$ cat src/rtl/psg_multi.sv
// psg_multi: TONE_CH square-wave tone channels plus one LFSR noise channel, mixed and saturated.
// Latency: register writes land on the next cpuclk edge; sndout updates one cpuclk after each sound tick.
// Backpressure: none, every write strobe is accepted and the mixer runs free.
// Ports: cpuclk/reset (async, active-high); we/addr/wdata register bus; chmsk per-channel mix enable;
//        snd_tick tick pulse; sndout saturated mix; chactv channel attenuation != 4'hF.
// Optional: define PSG_LEGACY_BUS_EN to add the byte-wide latch/data bus lg_we/lg_data/lg_lreg
//           (needs TONE_CH >= 3 and FQ_W >= 10).
module psg_multi #(
  parameter int TONE_CH = 3,
  parameter int FQ_W = 10,
  parameter int PRESCALE = 16,
  parameter int LFSR_W = 16,
  parameter logic [LFSR_W-1:0] LFSR_SEED = 16'h0F35,
  parameter logic [LFSR_W-1:0] WHITE_TAPS = 16'h8100,
  parameter logic [LFSR_W-1:0] PERIODIC_TAPS = 16'h4000,
  parameter int OUT_W = 8,
  parameter int GAIN_SH = 1,
  localparam int AW = $clog2(2*TONE_CH+2)
) (
  input  logic               cpuclk,
  input  logic               reset,
`ifdef PSG_LEGACY_BUS_EN
  input  logic               lg_we,
  input  logic [7:0]         lg_data,
  output logic [2:0]         lg_lreg,
`endif
  input  logic               we,
  input  logic [AW-1:0]      addr,
  input  logic [FQ_W-1:0]    wdata,
  input  logic [TONE_CH:0]   chmsk,
  output logic               snd_tick,
  output logic [OUT_W-1:0]   sndout,
  output logic [TONE_CH:0]   chactv
);

  localparam int NCH   = TONE_CH + 1;
  localparam int PW    = (PRESCALE > 1) ? $clog2(PRESCALE) : 1;
  localparam int RAW_W = 6 + $clog2(TONE_CH+1);
  localparam int SW    = RAW_W + GAIN_SH;

  logic [PW-1:0]     pcnt;
  logic              tick;
  logic [FQ_W-1:0]   period [TONE_CH];
  logic [FQ_W-1:0]   tcnt [TONE_CH];
  logic [TONE_CH-1:0] tone_out;
  logic [3:0]        att_sh [NCH];
  logic [3:0]        att_act [NCH];
  logic [2:0]        nctl;
  logic [FQ_W-1:0]   ncnt;
  logic [LFSR_W-1:0] lfsr;

  logic [FQ_W-1:0]   period_nx [TONE_CH];
  logic [3:0]        att_nx [NCH];
  logic [2:0]        nctl_nx;
  logic              reseed;
  logic [FQ_W-1:0]   nper;
  logic [LFSR_W-1:0] taps;
  logic [NCH-1:0]    ch_on;
  logic [RAW_W-1:0]  raw_sum;
  logic [SW-1:0]     mix;
  logic [OUT_W-1:0]  mix_sat;

  function automatic logic [5:0] amp(input logic [3:0] att);
    case (att)
      4'h0: amp = 6'd63;
      4'h1: amp = 6'd50;
      4'h2: amp = 6'd40;
      4'h3: amp = 6'd32;
      4'h4: amp = 6'd25;
      4'h5: amp = 6'd20;
      4'h6: amp = 6'd16;
      4'h7: amp = 6'd13;
      4'h8: amp = 6'd10;
      4'h9: amp = 6'd8;
      4'hA: amp = 6'd6;
      4'hB: amp = 6'd5;
      4'hC: amp = 6'd4;
      4'hD: amp = 6'd3;
      4'hE: amp = 6'd2;
      default: amp = 6'd0;
    endcase
  endfunction

  assign tick = (pcnt == '0);

  // Register write decode. Legacy writes are applied first so that a
  // same-cycle write from the main bus to the same register overrides it.
  always_comb begin
    period_nx = period;
    att_nx    = att_sh;
    nctl_nx   = nctl;
    reseed    = 1'b0;
`ifdef PSG_LEGACY_BUS_EN
    if (lg_we) begin
      if (lg_data[7]) begin
        case (lg_data[6:4])
          3'd0: period_nx[0][3:0] = lg_data[3:0];
          3'd1: att_nx[0] = lg_data[3:0];
          3'd2: period_nx[1][3:0] = lg_data[3:0];
          3'd3: att_nx[1] = lg_data[3:0];
          3'd4: period_nx[2][3:0] = lg_data[3:0];
          3'd5: att_nx[2] = lg_data[3:0];
          3'd6: begin
            nctl_nx = lg_data[2:0];
            reseed  = 1'b1;
          end
          default: att_nx[TONE_CH] = lg_data[3:0];
        endcase
      end else begin
        case (lg_lreg)
          3'd0: period_nx[0][9:4] = lg_data[5:0];
          3'd2: period_nx[1][9:4] = lg_data[5:0];
          3'd4: period_nx[2][9:4] = lg_data[5:0];
          default: ;
        endcase
      end
    end
`endif
    if (we) begin
      for (int k = 0; k < TONE_CH; k++) begin
        if (addr == AW'(2*k))   period_nx[k] = wdata;
        if (addr == AW'(2*k+1)) att_nx[k]    = wdata[3:0];
      end
      if (addr == AW'(2*TONE_CH)) begin
        nctl_nx = wdata[2:0];
        reseed  = 1'b1;
      end
      if (addr == AW'(2*TONE_CH+1)) att_nx[TONE_CH] = wdata[3:0];
    end
  end

  // Noise reload value; rate 3 borrows the last tone's period with no DC override.
  always_comb begin
    case (nctl[1:0])
      2'd0:    nper = FQ_W'(64);
      2'd1:    nper = FQ_W'(128);
      2'd2:    nper = FQ_W'(256);
      default: nper = period[TONE_CH-1];
    endcase
  end

  assign taps  = nctl[2] ? WHITE_TAPS : PERIODIC_TAPS;
  assign ch_on = {lfsr[0], tone_out} & chmsk;

  always_comb begin
    raw_sum = '0;
    for (int c = 0; c < NCH; c++) begin
      if (ch_on[c]) raw_sum = raw_sum + RAW_W'(amp(att_act[c]));
    end
    mix = SW'(raw_sum) << GAIN_SH;
    if ((mix >> OUT_W) != '0) mix_sat = '1;
    else                      mix_sat = OUT_W'(mix);
  end

  always_ff @(posedge cpuclk or posedge reset) begin
    if (reset) begin
      pcnt     <= '0;
      snd_tick <= 1'b0;
      sndout   <= '0;
      chactv   <= '0;
      tone_out <= '0;
      for (int k = 0; k < TONE_CH; k++) begin
        period[k] <= '0;
        tcnt[k]   <= '0;
      end
      for (int c = 0; c < NCH; c++) begin
        att_sh[c]  <= 4'hF;
        att_act[c] <= 4'hF;
      end
      nctl <= '0;
      ncnt <= '0;
      lfsr <= LFSR_SEED;
`ifdef PSG_LEGACY_BUS_EN
      lg_lreg <= '0;
`endif
    end else begin
      pcnt     <= (pcnt == PW'(PRESCALE-1)) ? '0 : pcnt + PW'(1);
      snd_tick <= tick;
      for (int k = 0; k < TONE_CH; k++) period[k] <= period_nx[k];
      for (int c = 0; c < NCH; c++) begin
        att_sh[c] <= att_nx[c];
        chactv[c] <= (att_nx[c] != 4'hF);
      end
      nctl <= nctl_nx;
`ifdef PSG_LEGACY_BUS_EN
      if (lg_we && lg_data[7]) lg_lreg <= lg_data[6:4];
`endif
      // All tick updates read pre-edge state, so a write on a tick edge only
      // affects later ticks.
      if (tick) begin
        for (int c = 0; c < NCH; c++) att_act[c] <= att_sh[c];
        for (int k = 0; k < TONE_CH; k++) begin
          if (period[k] < FQ_W'(2)) begin
            tone_out[k] <= 1'b1;
            tcnt[k]     <= '0;
          end else if (tcnt[k] == '0) begin
            tcnt[k]     <= period[k];
            tone_out[k] <= ~tone_out[k];
          end else begin
            tcnt[k] <= tcnt[k] - FQ_W'(1);
          end
        end
        if (ncnt == '0) begin
          ncnt <= nper;
          lfsr <= (lfsr >> 1) ^ (lfsr[0] ? taps : '0);
        end else begin
          ncnt <= ncnt - FQ_W'(1);
        end
        sndout <= mix_sat;
      end
      // Reseed is last so it overrides a coincident noise shift.
      if (reseed) begin
        lfsr <= LFSR_SEED;
        ncnt <= '0;
      end
    end
  end

endmodule

$ cat config.mk
export PLATFORM = sky130hd
export DESIGN_NAME = psg_multi
export DESIGN_NICKNAME = d
export VERILOG_FILES = /design/src/rtl/psg_multi.sv
export SDC_FILE = /design/constraint.sdc
export NUM_CORES = 1
export LEC_CHECK = 0
export BUFFER_PORTS_ARGS = -buffer_cell sky130_fd_sc_hd__buf_4
export CAP_MARGIN = 10
export CORE_ASPECT_RATIO = 0.6
export CORE_MARGIN = 1
export CORE_UTILIZATION = 40
export CTS_BUF_LIST = sky130_fd_sc_hd__clkbuf_2 sky130_fd_sc_hd__clkbuf_4 sky130_fd_sc_hd__clkbuf_8
export CTS_CLUSTER_DIAMETER = 30
export CTS_CLUSTER_SIZE = 14
export DETAILED_ROUTE_END_ITERATION = 10
export MAX_ROUTING_LAYER = met4
export SLEW_MARGIN = 5
export SYNTH_ARGS = -nofsm -noshare
export SYNTH_HDL_FRONTEND = slang
export SYNTH_SLANG_ARGS = --single-unit
$ cat constraint.sdc
create_clock -name cpuclk -period 15.2 [get_ports cpuclk]
set_input_delay 1.52 -clock cpuclk [delete_from_list [all_inputs] [get_ports cpuclk]]
set_output_delay 1.52 -clock cpuclk [all_outputs]
set_load 0.03 [all_outputs]
Word-level counts from Yosys, hierarchy flattened
Memory sizes are Yosys's and may differ from the RTL's.
Index checks and enable logic that the tools add are counted.
{"block": "op_classes", "n_addsub": 8, "order_cmp": 3, "eq_ne": 14, "muxes": 37, "n_bitwise": 5, "n_reduce_logical": 20}
{"operator": "$mux W16", "n": 6}
{"operator": "$mux W10", "n": 9}
{"operator": "$logic_not A10 Y1", "n": 4}
{"operator": "$sub A10 B1 Y10 const B", "n": 4}
{"operator": "$mux W8", "n": 4}
{"operator": "$lt A10 B2 Y1 const B", "n": 3}
{"operator": "$pmux W10 S3", "n": 1}
{"operator": "$add A8 B6 Y8", "n": 3}
{"operator": "$mux W6", "n": 4}
{"operator": "$mux W4", "n": 5}
{"operator": "$ne A4 B4 Y1 const B", "n": 4}
{"operator": "$reduce_and A2 Y1", "n": 8}
{"operator": "$xor A15 B16 Y16", "n": 1}
{"operator": "$eq A3 B3 Y1 const B", "n": 4}
{"operator": "$reduce_bool A2 Y1", "n": 5}
{"operator": "$mux W1", "n": 8}
{"operator": "$eq A3 B2 Y1 const B", "n": 2}
{"operator": "$add A4 B1 Y4 const B", "n": 1}
{"operator": "$and A4 B4 Y4", "n": 1}
{"operator": "$eq A4 B4 Y1 const B", "n": 1}
{"operator": "$logic_not A4 Y1", "n": 1}
{"operator": "$eq A3 B1 Y1 const B", "n": 1}
{"operator": "$logic_not A3 Y1", "n": 1}
{"operator": "$not A1 Y1", "n": 3}
{"operator": "other kinds (3)", "n": 3}
{"block": "word_totals", "register_bits": 141, "rom_bits": 384, "input_bits": 20, "out_inout_bits": 13, "word_cells": 115, "mem_count": 4}
{"name": "(no name shown)", "words": 16, "word_bits": 6, "rd": 1, "rd_clocked_by_memory_dff": 0, "write_ports": 0, "line_no": "64", "rtl": "case (att)"}
{"name": "(no name shown)", "words": 16, "word_bits": 6, "rd": 1, "rd_clocked_by_memory_dff": 0, "write_ports": 0, "line_no": "64"}
{"name": "(no name shown)", "words": 16, "word_bits": 6, "rd": 1, "rd_clocked_by_memory_dff": 0, "write_ports": 0, "line_no": "64"}
{"name": "(no name shown)", "words": 16, "word_bits": 6, "rd": 1, "rd_clocked_by_memory_dff": 0, "write_ports": 0, "line_no": "64"}

Logic depth before layout (Yosys ltp)
{"block": "logic_depth", "word_depth": 9, "depth_mapped": 25, "ltp_nobuf": 25}

Worst setup path before layout
OpenSTA, ideal clock, no wires.
{"block": "synth_timing", "path_type": "input to register", "startpoint": "input chmsk[0]", "endpoint": "register sndout[7]", "setup_time_ns": 0.141, "arrival_time_ns": 5.153, "t_required_ns": 15.059, "path_slack_ns": 9.906, "stages": 20, "n_path_buf": 0, "cell_sequence": "nand2_1 -> a211oi_1 -> ha_1 -> inv_1 -> fa_1 -> mux2_2 -> inv_1 -> ha_1 -> a211oi_1 -> nor2_1 -> o21ai_0 -> nor2b_1 -> xnor2_1 -> mux2_2 -> ha_1 -> a21boi_0 -> o21ai_0 -> xor2_1 -> o31ai_1 -> a31oi_1"}
{"block": "synth_between", "elab_chain_len": 9}
{"item": "from (decl)", "line_no": "30", "rtl": "input logic [TONE_CH:0] chmsk,"}
{"item": "$and A4 B4 Y4 (*)", "line_no": "143", "rtl": "assign ch_on = {lfsr[0], tone_out} & chmsk;"}
{"item": "$mux W6 (*)", "line_no": "148", "rtl": "if (ch_on[c]) raw_sum = raw_sum + RAW_W'(amp(att_act[c]));"}
{"item": "$add A8 B6 Y8", "line_no": "148"}
{"item": "$mux W8 (*)", "line_no": "148"}
{"item": "$add A8 B6 Y8", "line_no": "148"}
{"item": "$mux W8 (*)", "line_no": "148"}
{"item": "$add A8 B6 Y8", "line_no": "148"}
{"item": "$mux W8 (*)", "line_no": "148"}
{"item": "$mux W8 (*)", "line_no": "151", "rtl": "if ((mix >> OUT_W) != '0) mix_sat = '1;"}
{"item": "to (signal assigned)", "line_no": "209", "rtl": "sndout <= mix_sat;"}
{"item": "to (decl)", "line_no": "32", "rtl": "output logic [OUT_W-1:0] sndout,"}
Every way passes the cells marked *; elsewhere a longest branch is shown, timed or not.
A chain may end at the register's enable or synchronous reset.

Final worst setup path
Ends and elaborated chain as after synthesis.

==> impl_metrics.prom <==
# TYPE chip_impl_metric gauge
chip_impl_metric{name="worstPathMaxFanout",unit=""} 5
chip_impl_metric{name="clk_path_buf_depth",unit=""} 2
chip_impl_metric{name="max-vdd-ir-drop",unit="V"} 0.0000704
chip_impl_metric{name="vias",unit=""} 6413
chip_impl_metric{name="grt_max_degree",unit=""} 78
chip_impl_metric{name="synthCells",unit=""} 859
chip_impl_metric{name="die_height",unit="um"} 113
chip_impl_metric{name="grt.total_usage",unit=""} 0.201
chip_impl_metric{name="placedCellCount",unit=""} 1137
chip_impl_metric{name="gp_congestion",unit=""} 0.897
chip_impl_info{name="holdCritPathClass",value="flop to flop"} 1
chip_impl_metric{name="effective_utilization_at_floorplan",unit=""} 0.409
chip_impl_info{name="netlist_top_cells_count",value="103 x nand2_1, 101 x dfrtp_1, 93 x o21ai_0"} 1
chip_impl_metric{name="layout.core_utilization",unit=""} 0.456
chip_impl_metric{name="antenna_found_initial",unit=""} 0
chip_impl_metric{name="grt_first_pass_wirelength",unit="mm"} 32.3
chip_impl_info{name="ys_dominant_reg_cell",value="dfrtp_1"} 1
chip_impl_metric{name="max-slew-margin-rel",unit=""} 0.421
chip_impl_info{name="timing.setup.critical_path_class",value="primary input to flop"} 1
chip_impl_metric{name="sw_frac_of_total",unit=""} 0.363
chip_impl_metric{name="critical_path_buf_inv_count",unit=""} 2
chip_impl_metric{name="router_iterations_before_antenna_repair",unit=""} 5
chip_impl_metric{name="core_area",unit="mm^2"} 0.0200
chip_impl_info{name="cp-start-kind",value="primary input"} 1
chip_impl_metric{name="vias_per_cell",unit=""} 5.49
chip_impl_metric{name="yosysWarningCount",unit=""} 0
chip_impl_metric{name="post_layout_nonfiller_instances",unit=""} 1169
chip_impl_metric{name="final.period_utilization",unit=""} 0.367
chip_impl_metric{name="synth-edff-count",unit=""} 0
chip_impl_info{name="synth.top_cells.by_area",value="dfrtp_1 31%, dfstp_2 13%, mux2_2 6.9%"} 1
chip_impl_metric{name="timing.final.hold_violations",unit=""} 0
chip_impl_metric{name="synth.yosys.seq_area_share",unit=""} 0.437
chip_impl_metric{name="netlist.area_leader.share",unit=""} 0.309
chip_impl_metric{name="cellInternalPower",unit="mW"} 0.877
chip_impl_metric{name="worst_slew_pin_slew",unit="ps"} 859
chip_impl_metric{name="worst_path_largest_cell_delay",unit="ps"} 410
chip_impl_metric{name="num-fill-cells",unit=""} 1940
chip_impl_metric{name="flow.area_growth_from_synthesis",unit="%"} 11.4
chip_impl_metric{name="timing.final.setup_violations",unit=""} 0
chip_impl_metric{name="whs",unit="ps"} 457
chip_impl_metric{name="num_rows",unit=""} 40
chip_impl_metric{name="clock_sink_count",unit=""} 141
chip_impl_metric{name="fin_worst_skew",unit="ps"} 11.6
chip_impl_metric{name="final_nets",unit=""} 949
chip_impl_metric{name="worst_ep_arrival_time",unit="ps"} 5890
chip_impl_info{name="critical_path.cell_chain",value="buf_4 > nand2_1 > a211oi_1 > ha_1 > inv_1 > fa_1 > nand2b_1 > nand3_1 > o41ai_1 > ha_1 > o21ai_0 > nor2_1 > o21ai_0 > nor2b_1 > xnor2_1 > mux2_2 > ha_1 > a21boi_0 > o21ai_0 > xor2_1 > o31ai_1 > a31oi_1"} 1
chip_impl_metric{name="max_cap_violations",unit=""} 0
chip_impl_metric{name="antenna_nets_post_route",unit=""} 0
chip_impl_metric{name="place_worst_setup_slack",unit="ps"} 9240
chip_impl_metric{name="h-tree-depth",unit=""} 4
chip_impl_metric{name="post_layout_min_period",unit="ps"} 5570
chip_impl_info{name="worstSetupEndpointType",value="flop"} 1
chip_impl_metric{name="cts-buffers-inserted",unit=""} 17
chip_impl_metric{name="finalSetupTns",unit="ps"} 0
chip_impl_metric{name="synth-seq-cells",unit=""} 141
chip_impl_metric{name="total_inserted_antenna_cells",unit=""} 0
chip_impl_metric{name="synthesized_area",unit="mm^2"} 0.00819
chip_impl_metric{name="cp.required",unit="ps"} 15510
chip_impl_metric{name="switching_power",unit="mW"} 0.500
chip_impl_metric{name="syn_avg_cell_area",unit="um^2"} 9.53
chip_impl_info{name="crit_slowest_cell",value="fa_1"} 1
chip_impl_metric{name="number_of_global_route_vias_before_repair",unit=""} 5920
chip_impl_metric{name="drv_slew",unit=""} 0
chip_impl_metric{name="drc",unit=""} 0
chip_impl_metric{name="postCtsSetupRepairBufs",unit=""} 0
chip_impl_metric{name="synth_fp_nets",unit=""} 924
chip_impl_metric{name="power_density",unit="mW/mm^2"} 151
chip_impl_metric{name="placement.cell_area",unit="mm^2"} 0.00868
chip_impl_metric{name="power_frac_clock",unit=""} 0.245
chip_impl_metric{name="post-dp-hpwl",unit="mm"} 14.1
chip_impl_metric{name="die_w",unit="um"} 187
chip_impl_metric{name="fraction_of_registers_with_async_set_reset",unit=""} 1.00
chip_impl_info{name="cts_tree",value="yes"} 1
chip_impl_metric{name="yosys.cell_types.count",unit=""} 68
chip_impl_info{name="crit_family",value="compound AO/OA/AOI/OAI gates"} 1
chip_impl_metric{name="drive_above_1_share",unit=""} 0.205
chip_impl_info{name="setup_repair_after_global_routing_missed_its_margin",value="no"} 1
chip_impl_metric{name="drt-total-wl",unit="mm"} 19.7
chip_impl_info{name="status",value="finished clean"} 1
chip_impl_metric{name="final_design_area_no_fill",unit="mm^2"} 0.00912
chip_impl_metric{name="post_cts_resized",unit=""} 0
chip_impl_info{name="synth.most_common_cell",value="nand2_1"} 1
chip_impl_metric{name="detailedRoute.firstIterationViolations",unit=""} 486
chip_impl_metric{name="cts_hold_buffers_added",unit=""} 0
chip_impl_metric{name="wl_per_cell",unit="um"} 16.8
chip_impl_metric{name="io-pin-count",unit=""} 33
chip_impl_metric{name="fin_total_pwr",unit="mW"} 1.38
chip_impl_metric{name="clock_insertion_delay_worst_skew",unit="ps"} 460
chip_impl_metric{name="port_buffers",unit=""} 32
chip_impl_metric{name="timing.final.ws_setup",unit="ps"} 9630
chip_impl_metric{name="power.share.sequential",unit=""} 0.447
chip_impl_metric{name="die-area",unit="mm^2"} 0.0211
chip_impl_metric{name="clkTransAtPathRegs",unit="ps"} 80
chip_impl_metric{name="grt_overflow_total",unit=""} 0
chip_impl_metric{name="leakage",unit="nW"} 3.86
chip_impl_info{name="clockRootBuffer",value="clkbuf_8"} 1
chip_impl_metric{name="power.combinational.fraction",unit=""} 0.308
chip_impl_metric{name="fmax",unit="GHz"} 0.179
chip_impl_info{name="netlist.top_cell.by_area",value="dfrtp_1"} 1
cells in the final DEF, fill, tap and decap left out, types with 4 or more instances in the layout:
cell type / count
o211ai_1: 8
xor2_1: 5
nand2_1: 103
or3_1: 8
a21o_1: 7
o22a_1: 6
nand2b_1: 11
nor2b_1: 9
clkbuf_8: 19
o21a_1: 9
inv_1: 33
nand4_1: 7
dfstp_2: 40
nor4_1: 4
mux2_2: 50
o31a_1: 4
mux2i_1: 11
ha_1: 42
xnor2_1: 6
nor3_1: 21
nand3_1: 18
o21ai_0: 93
o21ai_1: 4
o31ai_1: 10
o41ai_1: 7
nor2_1: 69
bufinv_16: 4
a21oi_1: 47
a22o_1: 7
nor3_2: 6
a211oi_1: 13
dfrtp_1: 101
a31oi_1: 8
buf_4: 37
o22ai_1: 8
nor3b_1: 5
final timing paths:
check | from | end | slack (ps) | cells past startpoint
min | att_sh[10] | att_act[10] | 460 | 2
max in group asynchronous | reset | ncnt[2] | 12750 | 3
max reg2reg | att_act[13] | sndout[7] | 9680 | 24
max | chmsk[0] | sndout[7] | 9630 | 22
min in group asynchronous | reset | snd_tick | 1150 | 2
min reg2reg | att_sh[10] | att_act[10] | 460 | 2
state kept, by name, indices dropped and copies added (netlist names):
register and count:
lfsr 16, snd_tick 1, att_act 16, att_sh 16, pcnt 4, sndout 8, tcnt 30, ncnt 10
chactv 4, period 30, tone_out 3, nctl 3
cell families (layout without fill, tap and decap cells):
group / Yosys count / count (layout) / share of synthesized area
AO/OA/AOI/OAI: 246 / 246 / 0.186
XOR/XNOR: 11 / 11 / 0.0118
adder cells (fa/ha/maj): 45 / 45 / 0.0715
buffers and inverters: 67 / 104 / 0.0327
flip-flops: 141 / 141 / 0.437
multiplexers: 64 / 64 / 0.0904
AND/OR/NAND/NOR: 285 / 285 / 0.171
tightest hold or removal path, stage by stage (launching register included):
cell and delay [ps]:
dfstp_2 370, nand2_1 50, nand2_1 40
power by group through the flow:
| stage | clock [mW] | combinational, mW | sequential, mW |
|---|---|---|---|
| after floorplan | 0 | 0.328 | 0.591 |
| after global placement | 0 | 0.414 | 0.619 |
| after detailed placement | 0 | 0.422 | 0.619 |
| after CTS | 0.345 | 0.423 | 0.614 |
| after global routing | 0.362 | 0.483 | 0.635 |
| final | 0.338 | 0.424 | 0.616 |
routing by layer:
metal	wire [um]	global-route usage
met4	168	0.0421
met5	0	-
met1	10900	0.313
met3	937	0.0456
met2	7640	0.258
area by class of cell:
class                           instances  area [um^2]  share of cell area
Tap cell                              273          342              0.0374
Clock buffer                           21          277              0.0303
Inverter                               35          136              0.0149
Multi-Input combinational cell        651         4340               0.476
Timing Repair Buffer                   38          283              0.0310
Sequential cell                       141         3580               0.392
Clock inverter                         10          164              0.0180
Power figures use the tool's default switching activity.
